===== src/rtl/serial_subtractor_pkg.sv =====
// Shared types and defaults for the bit-serial subtractor.
package serial_subtractor_pkg;

  typedef enum logic [1:0] {
    IDLE = 2'd0,
    RUN  = 2'd1,
    DONE = 2'd2
  } state_e;

  localparam int unsigned DEFAULT_WIDTH = 8;

endpackage


===== src/rtl/serial_subtractor_if.sv =====
// Request/result bundle for serial_subtractor.
// SERIAL_SUB_OVF_EN adds the two's-complement overflow flag ovf.
interface serial_subtractor_if
  import serial_subtractor_pkg::*;
#(
  parameter int unsigned WIDTH = DEFAULT_WIDTH
);

  logic             start;
  logic [WIDTH-1:0] a;
  logic [WIDTH-1:0] b;
  logic             busy;
  logic             done;
  logic [WIDTH-1:0] diff;
  logic             bout;
`ifdef SERIAL_SUB_OVF_EN
  logic             ovf;
`endif

  modport master (
    output start, a, b,
`ifdef SERIAL_SUB_OVF_EN
    input  ovf,
`endif
    input  busy, done, diff, bout
  );

  modport slave (
    input  start, a, b,
`ifdef SERIAL_SUB_OVF_EN
    output ovf,
`endif
    output busy, done, diff, bout
  );

endinterface


===== src/rtl/serial_subtractor_full_sub.sv =====
// Single-bit full subtractor cell: D = A - B - Bin, Bout = borrow out.
module full_subtractor (
  input  logic A,
  input  logic B,
  input  logic Bin,
  output logic D,
  output logic Bout
);

  assign D    = A ^ B ^ Bin;
  assign Bout = (~A & B) | (~(A ^ B) & Bin);

endmodule


===== src/rtl/serial_subtractor.sv =====
// Bit-serial WIDTH-bit subtractor, LSB first, one bit per clock.
// SERIAL_SUB_OVF_EN enables the registered ovf output.
module serial_subtractor
  import serial_subtractor_pkg::*;
#(
  parameter int unsigned WIDTH = DEFAULT_WIDTH
)(
  input  logic                clk,
  input  logic                rst,
  serial_subtractor_if.slave  bus
);

  localparam int unsigned     CW       = $clog2(WIDTH + 1);
  localparam logic [CW-1:0]   CNT_LAST = CW'(WIDTH - 1);

  state_e           r_state;
  state_e           w_state_nxt;
  logic             w_busy;
  logic             w_done;
  logic             w_last;

  logic [WIDTH-1:0] r_a_sh;
  logic [WIDTH-1:0] r_b_sh;
  logic [WIDTH-2:0] r_diff_sh;
  logic [WIDTH-1:0] r_diff;
  logic             r_bout;
  logic             r_borrow;
  logic [CW-1:0]    r_cnt;

  logic             w_d;
  logic             w_bout;
  logic [WIDTH-1:0] w_diff_nxt;

  full_subtractor u_fs (
    .A    (r_a_sh[0]),
    .B    (r_b_sh[0]),
    .Bin  (r_borrow),
    .D    (w_d),
    .Bout (w_bout)
  );

  // The newest bit enters at the MSB, so after WIDTH shifts bit 0 is the LSB.
  assign w_diff_nxt = {w_d, r_diff_sh};
  assign w_last     = (r_cnt == CNT_LAST);

  always_ff @(posedge clk) begin
    if (rst) begin
      r_state <= IDLE;
    end else begin
      r_state <= w_state_nxt;
    end
  end

  always_comb begin
    w_state_nxt = r_state;
    w_busy      = 1'b0;
    w_done      = 1'b0;
    unique case (r_state)
      IDLE: begin
        if (bus.start) w_state_nxt = RUN;
      end
      RUN: begin
        w_busy = 1'b1;
        if (w_last) w_state_nxt = DONE;
      end
      DONE: begin
        w_done      = 1'b1;
        w_state_nxt = IDLE;
      end
      default: w_state_nxt = IDLE;
    endcase
  end

  always_ff @(posedge clk) begin
    if (rst) begin
      r_a_sh    <= '0;
      r_b_sh    <= '0;
      r_diff_sh <= '0;
      r_diff    <= '0;
      r_bout    <= 1'b0;
      r_borrow  <= 1'b0;
      r_cnt     <= '0;
    end else begin
      if (r_state == IDLE && bus.start) begin
        r_a_sh   <= bus.a;
        r_b_sh   <= bus.b;
        r_borrow <= 1'b0;
        r_cnt    <= '0;
      end else if (r_state == RUN) begin
        r_a_sh    <= r_a_sh >> 1;
        r_b_sh    <= r_b_sh >> 1;
        r_diff_sh <= w_diff_nxt[WIDTH-1:1];
        r_borrow  <= w_bout;
        r_cnt     <= r_cnt + CW'(1);
        if (w_last) begin
          r_diff <= w_diff_nxt;
          r_bout <= w_bout;
        end
      end
    end
  end

`ifdef SERIAL_SUB_OVF_EN
  logic r_ovf;

  // On the final RUN edge the shift registers present the operand MSBs at bit 0.
  always_ff @(posedge clk) begin
    if (rst) begin
      r_ovf <= 1'b0;
    end else if (r_state == RUN && w_last) begin
      r_ovf <= (r_a_sh[0] != r_b_sh[0]) && (w_d != r_a_sh[0]);
    end
  end

  assign bus.ovf = r_ovf;
`endif

  assign bus.busy = w_busy;
  assign bus.done = w_done;
  assign bus.diff = r_diff;
  assign bus.bout = r_bout;

endmodule

===== src/flat_wrapper.sv =====
// flat-port wrapper written by rule: the top's interface ports become plain ports
module serial_subtractor_flat import serial_subtractor_pkg::*;
#(
  parameter int unsigned WIDTH = DEFAULT_WIDTH
)
  (clk, rst, bus_start, bus_a, bus_b, bus_busy, bus_done, bus_diff, bus_bout);
  serial_subtractor_if #(.WIDTH(WIDTH)) bus_i ();
  input  logic clk;
  input  logic rst;
  input wire logic [$bits(bus_i.start)-1:0] bus_start;
  input wire logic [$bits(bus_i.a)-1:0] bus_a;
  input wire logic [$bits(bus_i.b)-1:0] bus_b;
  output wire logic [$bits(bus_i.busy)-1:0] bus_busy;
  output wire logic [$bits(bus_i.done)-1:0] bus_done;
  output wire logic [$bits(bus_i.diff)-1:0] bus_diff;
  output wire logic [$bits(bus_i.bout)-1:0] bus_bout;
  assign bus_i.start = bus_start;
  assign bus_i.a = bus_a;
  assign bus_i.b = bus_b;
  assign bus_busy = bus_i.busy;
  assign bus_done = bus_i.done;
  assign bus_diff = bus_i.diff;
  assign bus_bout = bus_i.bout;
  serial_subtractor #(.WIDTH(WIDTH)) u_core (.clk(clk), .rst(rst), .bus(bus_i));
endmodule

===== config.mk =====
export PLATFORM = sky130hd
export DESIGN_NAME = serial_subtractor_flat
export DESIGN_NICKNAME = d
export VERILOG_FILES = /design/src/rtl/serial_subtractor_pkg.sv /design/src/rtl/serial_subtractor_if.sv /design/src/rtl/serial_subtractor_full_sub.sv /design/src/rtl/serial_subtractor.sv /design/src/flat_wrapper.sv
export SDC_FILE = /design/constraint.sdc
export NUM_CORES = 1
export LEC_CHECK = 0
export ABC_AREA = 1
export BUFFER_PORTS_ARGS = -buffer_cell sky130_fd_sc_hd__buf_4
export CORE_MARGIN = 2
export CORE_UTILIZATION = 50
export CTS_CLUSTER_SIZE = 8
export DETAILED_ROUTE_END_ITERATION = 16
export PLACE_DENSITY = 0.72
export SETUP_SLACK_MARGIN = 0.3
export SYNTH_ARGS = -nofsm -noshare
export SYNTH_HDL_FRONTEND = slang
export SYNTH_HIERARCHICAL = 1
export SYNTH_SLANG_ARGS = --single-unit

===== constraint.sdc =====
create_clock -name clk -period 1.6 [get_ports clk]
set_input_delay 0.08 -clock clk [delete_from_list [all_inputs] [get_ports clk]]
set_output_delay 0.08 -clock clk [all_outputs]
set_load 0.01 [all_outputs]

==> flow_summary.yaml <==
route:
  antenna_left: 0
  drc: 0
  drt-total-wl_um: 3540
  drtIter0Drc: 87
  top_layer_used: "met4"
  wl_per_cell_um: 10.8
  dr_wl_met2_um: 1680
  drtPass1Iterations: 4
  num_vias: 1601
  drt-met1-wl_um: 1640
  wl_met3_um: 159
  viasPerCell: 4.88
placement:
  pre_cts_slack_ns: 0.279
  hpwl_um: 2410
  dp_cells: 317
  io_buffers: 29
  place_congestion: 0.729
sta:
  worst_pin_slew_ns: 0.267
  hold_viol: 0
  hold_slack_ns: 0.0368
  slew_headroom_pct: 82.2
  fmax_mhz: 802
  setup_slack_ns: 0.353
  rsz0062_at_grt: "yes"
  fin_crit_ns: 1.25
  setup-tns-final_ns: 0
  setup_violations: 0
  maxSlewViolCount: 0
  skew_ns: 0.00796
  finalCritPeriodShare_pct: 77.9
floorplanning:
  die_h_um: 65
  io_pins: 30
  die_area_um2: 4230
  initial_core_util_pct: 51.6
  row_count: 22
  core_um2: 3610
  dieWidth_um: 65
worst_hold_path:
  hold_class: "primary input to flop"
  hp-start: "bus_a[7]"
  min_to: "u_core/r_a_sh[7]$_SDFFE_PP0P_"
  whs_path_depth: 3
critical_path:
  startpoint_type: "flop"
  path_cells: "buf_4 > nor2_1 > buf_4"
  critPathKind: "flop to output port"
  arrival_ns: 1.17
  worst_ep_required_time_ns: 1.52
  cp_slowest_cell: "dfxtp_2"
  regToRegSetupSlack_ns: 0.40
  critPathMaxStageDelay_ns: 0.44
  r2r-end: "u_core/r_diff_sh[6]$_SDFFE_PP0P_"
  worst-r2r-cell-count: 4
  rr_startpoint: "u_core/r_b_sh[0]$_SDFFE_PP0P_"
  crit_start: "u_core/r_state[0]$_SDFFE_PP0P_"
  critPathCaptureType: "output port"
  path_common_cell: "buf_4"
  path_max_fanout: 13
finish:
  antenna_cells: 0
  final_nets: 300
  final_cells: 328
  area_growth_pct: 20.4
  utilization_pct: 62.1
  drive_gt1_share_pct: 28.2
pwr:
  leakage_nw: 1.03
  cellPowerDensity_nw_per_um2: 979
  peakVddDrop_mv: 0.550
clocking:
  clock_path_buffers: 2
  cts_buffers: 5
  cts_htree_levels: 2
  hold_buffers: 0
  cts_tree: "built"
  worstSkewPairLatency_ns: 0.29
  clock-sinks: 39
  clkTransAtPathRegs_ns: 0.07
  cts_root_buf: "clkbuf_8"
logic_synthesis:
  yosysSeqAreaShare_pct: 42.0
  netlist_area_um2: 1860
  synth.net_count: 271
  synth_warnings: 6
  synth_cell_types: 24
  postSynthCellCount: 250
  yosysTopAreaCellShare_pct: 42.0
  ys_top_cells_by_area: "dfxtp_1, nand2_1, nand3_1"
  ys_ff_latch: 39
  syn_area_per_cell_um2: 7.44
  synth_top_area_cell: "dfxtp_1"
grt:
  grt_pass1_vias: 1475
  overflow: 0
  grt_use_total_pct: 19.3
  grt_pass1_wl_um: 6310
  antenna_found_initial: 0
  grt_max_degree: 25
outcome:
  outcome: "finished, final reports clean"
flow_run:
  max_cap_viol_count: 0
## logic make-up (layout without fill, tap and decap cells)
group                      after synthesis  in the layout  synth area share (%)
buffers and inverters                   40             70                  11.0
DFF                                     39             39                  42.0
and+or+nand+nor                        137            137                  33.9
AOI/OAI and AO/OA                       31             31                  11.0
xor gates and xnor gates                 1              1                 0.471
adders and majority gates                2              2                  1.75
## through the flow
step / cell area (um^2) / power [W]
after floorplan: 1860 / 0.00129
after global placement: 2080 / 0.00136
after detailed placement: 2080 / 0.00136
after CTS: 2210 / 0.00221
after global routing: 2240 / 0.00231
final: 2240 / 0.00219
## synthesized netlist by cell type (all sizes together)
library cell / n
nand2: 69
nand3: 40
dfxtp: 39
nor2: 27
inv: 25
a21oi: 19
buf: 14
o21ai: 12
clkbuf: 1
fa: 1
ha: 1
nor3b: 1
xor2: 1
## routing by layer
metal | vias up | global-route usage (%)
met1 | 725 | 22.9
met3 | 5 | 5.73
met5 | - | 0
met4 | 0 | 7.98
li1 | 841 | -
met2 | 30 | 32.3
## layout make-up
cell class              instances  area [um^2]
clock buffers                   6         82.6
clock inverters                 2         35.0
fillers                       362         1370
inverters                      25          101
multi-input cells             171          886
flip-flops and latches         39          786
well taps                      48         60.1
repair buffers                 37          290
## timing repair
item,in CTS,in global routing
hold endpoints to repair,0,0
resized for setup,1,9
pin swaps,1,1
setup buffers,2,1
endpoints found under the setup margin,5,12
## worst max path at each step
stage,endpoint,slack [ns],cells past startpoint
2_1_floorplan,u_core/r_a_sh[5]$_SDFFE_PP0P_,0.47,6
3_3_place_gp,u_core/r_cnt[0]$_SDFFE_PP0P_,0.32,4
4_1_cts,u_core/bus.diff[4]$_SDFFE_PP0P_,0.31,6
6_report,bus_done,0.35,3
3_5_place_dp,u_core/r_b_sh[0]$_SDFFE_PP0P_,0.28,6
5_1_grt,u_core/bus.diff[6]$_SDFFE_PP0P_,0.29,6
## registers in the layout (all words and copies together) (netlist names)
signal	flops
u_core/bus.diff	8
u_core/r_a_sh	8
u_core/r_b_sh	8
u_core/r_diff_sh	7
u_core/r_cnt	4
u_core/r_state	2
u_core/bus.bout	1
u_core/r_borrow	1
## power breakdown
part / switching [W] / internal (W) / leakage, nW
clock: 0.000341 / 0.000504 / 0.0612
combinational: 0.000164 / 0.000125 / 0.645
sequential: 0.0000380 / 0.00102 / 0.321
total: 0.000542 / 0.00165 / 1.03
## placed cells by master (no fill, tap or decap)
cell / synthesis / layout
nand2_4: 2 / 2
o21ai_4: 1 / 1
nand2_2: 10 / 11
inv_8: 0 / 1
bufinv_16: 0 / 1
a21oi_1: 9 / 9
clkinv_2: 0 / 1
clkbuf_8: 0 / 6
xor2_1: 1 / 1
nor2_1: 24 / 24
nor2_4: 3 / 3
dfxtp_1: 39 / 35
o21ai_0: 10 / 9
dfxtp_2: 0 / 4
ha_2: 0 / 1
buf_4: 3 / 36
nor3b_1: 1 / 1
inv_1: 24 / 24
nand3_2: 0 / 1
buf_12: 1 / 1
nand3_1: 40 / 39
fa_1: 1 / 1
o21ai_1: 1 / 2
nand2_1: 57 / 56
a21oi_2: 10 / 10
## critical path, delay by kind of cell (launching register included)
family / cells / cell delay [ns]
flops: 1 / 0.44
buf+inv: 2 / 0.37
simple gates: 1 / 0.07
Note: power is estimated with default switching activity, not from simulation.
